File: src/rtl/cred_enroller.sv
// cred_enroller
// Enrollment side of the login path. It accepts a username/password pair and
// rejects it if either string is empty, if the username already exists, or if
// the table is full. Otherwise it hashes the password one byte per cycle with
// FNV-1a 32, then writes the username to the CAM and the hash to the hash RAM
// at the lowest free slot.
//
// Ports
//   clk, reset            single clock; synchronous active-high reset
//   start                 enroll request, sampled only while idle
//   username, password    8-byte strings, byte0 = [7:0], terminated by 0x00
//   busy, done            busy in every non-idle state; done is a 1-cycle pulse
//   status, slot          result: 0 OK, 1 DUPLICATE, 2 FULL, 3 BAD_INPUT; slot
//                         written on OK. Both hold until the next request is
//                         evaluated.
//   cam_query, cam_hit    lookup of the latched username (cam_hit comes back
//                         combinationally)
//   cam_we/waddr/wdata/wlen   CAM write port
//   hash_we/waddr/wdata       hash RAM write port (same cycle and slot as CAM)
module cred_enroller #(
    parameter int NUM_SLOTS = 8,
    parameter int ADDR_W    = 3,
    parameter int HASH_W    = 32
) (
    input  logic              clk,
    input  logic              reset,
    input  logic              start,
    input  logic [63:0]       username,
    input  logic [63:0]       password,
    output logic              busy,
    output logic              done,
    output logic [1:0]        status,
    output logic [ADDR_W-1:0] slot,
    output logic [63:0]       cam_query,
    input  logic              cam_hit,
    output logic              cam_we,
    output logic [ADDR_W-1:0] cam_waddr,
    output logic [63:0]       cam_wdata,
    output logic [3:0]        cam_wlen,
    output logic              hash_we,
    output logic [ADDR_W-1:0] hash_waddr,
    output logic [HASH_W-1:0] hash_wdata
);

    localparam logic [HASH_W-1:0] FNV_INIT  = HASH_W'(32'h811C9DC5);
    localparam logic [HASH_W-1:0] FNV_PRIME = HASH_W'(32'h01000193);

    localparam logic [1:0] ST_OK  = 2'd0;
    localparam logic [1:0] ST_DUP = 2'd1;
    localparam logic [1:0] ST_FUL = 2'd2;
    localparam logic [1:0] ST_BAD = 2'd3;

    typedef enum logic [2:0] {
        S_IDLE,
        S_CHECK,
        S_HASH,
        S_WRITE,
        S_DONE
    } state_t;

    state_t state, state_n;

    logic [63:0]          user_q;
    logic [63:0]          pw_q;
    logic [NUM_SLOTS-1:0] occ;
    logic [3:0]           idx;
    logic [HASH_W-1:0]    h;
    logic [1:0]           status_q;
    logic [ADDR_W-1:0]    slot_q;

    // Number of non-zero bytes before the first 0x00.
    function automatic logic [3:0] str_len(input logic [63:0] s);
        logic stop;
        str_len = 4'd0;
        stop    = 1'b0;
        for (int i = 0; i < 8; i++) begin
            if (!stop && s[8*i +: 8] != 8'h00) str_len = str_len + 4'd1;
            else                               stop    = 1'b1;
        end
    endfunction

    // Zero every byte from the terminator onward so the stored username and
    // the CAM query never carry garbage bytes from past the string end.
    function automatic logic [63:0] trim(input logic [63:0] s);
        logic [3:0] n;
        n    = str_len(s);
        trim = '0;
        for (int i = 0; i < 8; i++)
            if (4'(i) < n) trim[8*i +: 8] = s[8*i +: 8];
    endfunction

    logic [3:0]        user_len, pw_len;
    logic              bad_input, table_full, free_found;
    logic [ADDR_W-1:0] free_idx;
    logic [7:0]        pw_byte;
    logic [HASH_W-1:0] h_next;

    assign user_len   = str_len(user_q);
    assign pw_len     = str_len(pw_q);
    assign bad_input  = (user_len == 4'd0) || (pw_len == 4'd0);
    assign table_full = &occ;
    assign pw_byte    = pw_q[{idx[2:0], 3'b000} +: 8];
    assign h_next     = (h ^ HASH_W'(pw_byte)) * FNV_PRIME;

    // Lowest-index free slot: scan downward so the last assignment wins.
    always_comb begin
        free_found = 1'b0;
        free_idx   = '0;
        for (int i = NUM_SLOTS - 1; i >= 0; i--) begin
            if (!occ[i]) begin
                free_found = 1'b1;
                free_idx   = ADDR_W'(i);
            end
        end
    end

    always_ff @(posedge clk) begin
        if (reset) state <= S_IDLE;
        else       state <= state_n;
    end

    always_comb begin
        state_n = state;
        busy    = 1'b1;
        done    = 1'b0;
        cam_we  = 1'b0;
        hash_we = 1'b0;
        case (state)
            S_IDLE: begin
                busy = 1'b0;
                if (start) state_n = S_CHECK;
            end
            S_CHECK: begin
                if (bad_input || cam_hit || table_full || !free_found) state_n = S_DONE;
                else                                                   state_n = S_HASH;
            end
            S_HASH: begin
                if (idx == pw_len - 4'd1) state_n = S_WRITE;
            end
            S_WRITE: begin
                cam_we  = 1'b1;
                hash_we = 1'b1;
                state_n = S_DONE;
            end
            S_DONE: begin
                done    = 1'b1;
                state_n = S_IDLE;
            end
            default: state_n = S_IDLE;
        endcase
    end

    always_ff @(posedge clk) begin
        if (reset) begin
            user_q   <= '0;
            pw_q     <= '0;
            occ      <= '0;
            idx      <= '0;
            h        <= FNV_INIT;
            status_q <= ST_OK;
            slot_q   <= '0;
        end else begin
            case (state)
                S_IDLE: begin
                    if (start) begin
                        user_q <= trim(username);
                        pw_q   <= password;
                    end
                end
                S_CHECK: begin
                    idx <= '0;
                    h   <= FNV_INIT;
                    if (bad_input)       status_q <= ST_BAD;
                    else if (cam_hit)    status_q <= ST_DUP;
                    else if (table_full) status_q <= ST_FUL;
                    else begin
                        status_q <= ST_OK;
                        slot_q   <= free_idx;
                    end
                end
                S_HASH: begin
                    h   <= h_next;
                    idx <= idx + 4'd1;
                end
                S_WRITE: occ[slot_q] <= 1'b1;
                default: ;
            endcase
        end
    end

    assign status     = status_q;
    assign slot       = slot_q;
    assign cam_query  = user_q;
    assign cam_waddr  = slot_q;
    assign cam_wdata  = user_q;
    assign cam_wlen   = user_len;
    assign hash_waddr = slot_q;
    assign hash_wdata = h;

endmodule

File: config.mk
export PLATFORM = sky130hd
export DESIGN_NAME = cred_enroller
export DESIGN_NICKNAME = d
export VERILOG_FILES = /design/src/rtl/cred_enroller.sv
export SDC_FILE = /design/constraint.sdc
export NUM_CORES = 1
export LEC_CHECK = 0
export CAP_MARGIN = 15
export CELL_PAD_IN_SITES_DETAIL_PLACEMENT = 0
export CELL_PAD_IN_SITES_GLOBAL_PLACEMENT = 2
export CORE_UTILIZATION = 31
export DETAILED_ROUTE_END_ITERATION = 12
export PLACE_DENSITY = 0.79
export RECOVER_POWER = 50
export SLEW_MARGIN = 20
export SYNTH_ARGS = -nofsm -noshare
export SYNTH_HDL_FRONTEND = slang
export SYNTH_SLANG_ARGS = --single-unit
File: constraint.sdc
create_clock -name clk -period 8.4 [get_ports clk]
set_clock_uncertainty 0.2 [all_clocks]
set_input_delay 1.68 -clock clk [delete_from_list [all_inputs] [get_ports clk]]
set_output_delay 1.68 -clock clk [all_outputs]
set_load 0.03 [all_outputs]
# Word-level counts from Yosys, hierarchy flattened
# Cells that the tools add are included.
# op_classes
reduce_logical	78
bitwise	5
mul	1
mux	128
n_eq_ne	7
add_sub_neg	23
n_lt_le_gt_ge	10
shifts	1
# op_table
op	count
$reduce_bool A8 Y1	24
$mux W4	44
$add A4 B1 Y4 const B	21
$mux W8	8
$pmux W32 S2	1
$shiftx A64 B7 Y8	1
$mux W1	57
$mux W3	11
$mul A32 B25 Y32 const B	1
$xor A32 B8 Y32	1
$logic_and A1 B1 Y1	22
$logic_not A1 Y1	20
$lt A3 B4 Y1 const A	4
$pmux W3 S4	1
$logic_not A4 Y1	2
$lt A1 B4 Y1 const A	2
$lt A2 B4 Y1 const A	2
$mux W2	4
$or A8 B8 Y8	1
$pmux W4 S2	1
$reduce_and A8 Y1	1
$eq A3 B2 Y1 const B	2
$eq A4 B4 Y1	1
$logic_or A1 B1 Y1	4
other kinds (13)	17
# word_totals
reg_bits	180
out_inout_bits	179
elab_cells	261

# Longest topological paths before layout
# logic_depth
word_depth	49
depth_mapped	26
mapped_depth_nobuf	25

# Worst setup path after synthesis
# Ideal clock, no wire load.
# synth_path
kind	flip-flop to flip-flop
from	register idx[0]
to	register h[30], in the netlist hash_wdata[30]
path_slack_ns	0.827
required_time_ns	8.126
period_less_slack_ns	7.573
path_buffers	2
stages_incl_launch_ff	25
arrival_time_ns	7.298
cell_sequence	dfxtp_1 buf_1 clkbuf_1 mux4_2 mux2i_1 xnor2_1 ha_1 ha_1 fa_1 ha_1 fa_1 ha_1 inv_1 fa_1 inv_1 ha_1 and3_1 and2_1 a221oi_1 o21ai_1 a2111oi_0 o31a_1 nor2b_1 or4_1 a31oi_1
# synth_via
elab_chain_len	4
# synth_rtl
element	line_no	rtl
start: declaration	66	logic [3:0] idx;
start signal: assignment	183	idx <= idx + 4'd1;
$shiftx A64 B7 Y8	102	assign pw_byte = pw_q[{idx[2:0], 3'b000} +: 8];
$xor A32 B8 Y32	103	assign h_next = (h ^ HASH_W'(pw_byte)) * FNV_PRIME;
$mul A32 B25 Y32	103	
$pmux W32 S2	163	case (state)
end signal: assignment	182	h <= h_next;
end: declaration	67	logic [HASH_W-1:0] h;
# No other way between the ends.
# A chain may end at the register's enable or synchronous reset.

# Worst setup path in the final report
# layout_path
from	register idx[1]
to	register h[30], in the netlist hash_wdata[30]
# The elaborated chain is that of the path after synthesis.

==> impl_metrics.ini <==
[cts]
cts_tree = built
post_cts_buffers = 0
cts_root_buffer = clkbuf_16
cts_buffer_depth = 2
h-tree-depth = 4
cts_resized = 0
hold_buffers = 0
cts-buffers-inserted = 17
cts_sinks = 180
clk_pin_slew_worst_paths_ns = 0.08
clkLatencyLatePin_ns = 0.46

[logic_synthesis]
syn_area_um2 = 14700
yosysMostFrequentCell = inv_1
synth_mux_area_frac = 0.0474
synth_compound_area_frac = 0.130
ys_dominant_reg_cell = dfxtp_1
synth_xor_area_frac = 0.0413
synth_top_family_by_area = adder cells
ys_top_cells_by_count = inv_1 (226), nand2_1 (213), ha_1 (201)
synthSimpleGateAreaFrac = 0.158
synth_top_area_share = 0.244
synth_edf_count = 0
synth-adder-area-share = 0.271
yosysWarnings = 0
synthCells = 1690
synth_area_leader_cell = dfxtp_1
synth_seq_area_share = 0.244
ys_types = 75
syn_avg_cell_area_um2 = 8.73
async_flop_share = 0
yosys-top-cells-area = dfxtp_1 (24%), ha_1 (17%), fa_1 (10%)
synth-seq-cells = 180
syn-num-nets = 2097

[worst_setup_path]
required_ns = 8.54
crit_path_end_kind = flip-flop
path_max_fanout = 15
critPathKind = reg2reg
start_kind = flip-flop
cp.arrival_ns = 7.79

[routing]
wl_met3_um = 1710
wl_per_cell_um = 18.0
wl_met1_um = 20200
dr_wl_met2_um = 22900
ant_nets = 0
drt-pass1-iter-count = 9
drt_drc_violations_left = 6
vias = 12500
drtIter0Drc = 487
dr.max_layer_used = met5
vias_per_cell = 4.94
routed_wl_um = 45500

[sta]
setup_viol = 0
slew_violations = 135
fmax_mhz = 131
period_needed_ns = 7.65
rsz0062_at_grt = false
hold_viol_final = 0
fin_tns_setup_ns = 0
worstMarginPinSlew_ns = 3.34
slew_headroom = -1.22
fin_crit_sh = 0.911

[finish]
register_area_um2 = 3600
antenna_cells = 0
multi_input_area_um2 = 9560
fin_nets = 2311
syn2layout_area_growth_pct = 25.8
num-fill-cells = 4780
drive_gt1_frac = 0.0485

[placement]
place_hpwl_um = 36700
portBuffers = 310
place_congestion = 0.880

[global_routing]
grt_use_total = 0.190
grt-ovfl-total = 0
grt_pass1_vias = 12800
grt_first_pass_wirelength_um = 70700
grt_max_degree = 82
antenna_found_initial = 1

[run_status]
status = complete, but fails checks
violations = DRC, capacitance limit, slew limit

[die]
boundaryPins = 311
start_util = 0.315
core_um2 = 46800
die_h_um = 220
fp.dieArea_um2 = 48500
die_width_um = 220
rows = 79

[hold_path]
hold_path_class = reg2reg

[flow_run]
drv_cap = 2
[final timing paths]
path                              start                     endpoint  slack, ns  cells after the start
setup reg to reg    idx[1]$_SDFFE_PP0P_  hash_wdata[30]$_SDFFE_PP0P_       0.75                     22
hold reg to reg   pw_q[14]$_SDFFE_PP0P_        pw_q[14]$_SDFFE_PP0P_       0.27                      2
setup / recovery    idx[1]$_SDFFE_PP0P_  hash_wdata[30]$_SDFFE_PP0P_       0.75                     22
hold / removal    pw_q[14]$_SDFFE_PP0P_        pw_q[14]$_SDFFE_PP0P_       0.27                      2
[critical path, cell delays in order (launching register included)]
cell       delay (ns)
dfxtp_1          0.75
mux4_2           0.35
mux2i_1          0.10
xnor2_1          0.69
ha_1             0.37
ha_1             0.30
fa_1             0.50
ha_1             0.21
fa_1             0.47
ha_1             0.29
inv_1            0.05
fa_1             0.53
inv_1            0.05
ha_1             0.35
and3_1           0.24
and2_1           0.17
a221oi_1         0.28
o21ai_1          0.20
a2111oi_0        0.46
o31a_1           0.25
nor2b_1          0.07
or4_1            0.47
a31oi_1          0.17
[placed cells by master (no fill, tap or decap), types with 9 or more instances in the layout]
cell and instances:
or4_1 22, nand3_1 24, a21oi_1 129, nand2b_1 23, ha_1 201, nand2_1 212, o22ai_1 10, nor4_1 33
o21ai_0 21, mux2i_1 26, inv_1 226, nor3_1 20, nor2_1 63, a22o_1 28, fa_1 74, clkdlybuf4s50_1 166
nor2b_1 11, xor2_1 18, xnor2_1 49, mux4_2 16, dfxtp_1 180, a21o_1 14, buf_4 9, a22oi_1 10
dlygate4sd3_1 143, a32o_1 16, clkbuf_16 17
[cell type report]
type | instances | area share
clock buffers | 19 | 0.0244
clock inverters | 12 | 0.00789
inverters | 226 | 0.0457
multi-input cells | 1158 | 0.515
flip-flops and latches | 180 | 0.194
well taps | 607 | 0.0409
repair buffers | 321 | 0.172
[cells by family after synthesis]
group	Yosys count
XOR/XNOR	68
AO/OA/AOI/OAI	293
flip-flops	180
multiplexers	48
adder cells (fa/ha/maj)	275
buffers and inverters	352
AND/OR/NAND/NOR	474
[registers in the layout (all words and copies together) (netlist names)]
name / count
pw_q: 64
hash_wdata: 32
idx: 4
cam_query: 64
cam_waddr: 3
occ: 8
state: 3
status: 2
[routing by layer]
metal / vias up / track usage
met5: - / 0
met4: 2 / 0.0503
met3: 38 / 0.0297
met2: 270 / 0.340
met1: 6013 / 0.235
li1: 6132 / -
[through the flow]
step	instance area [um2]	hold WS, ns	util	instances	worst slack (ns)
2_1_floorplan	14700	0.241	-	1690	0.827
3_3_place_gp	18000	0.254	0.384	2492	0.957
3_5_place_dp	18000	0.259	0.384	2492	0.781
4_1_cts	18600	0.269	0.397	2523	0.740
5_1_grt	18600	0.288	0.397	2523	0.383
6_report	18600	0.268	0.397	2523	0.748
Power is not shown: default switching activity piles up to over one toggle a cycle in this logic, so the estimate is an artifact.
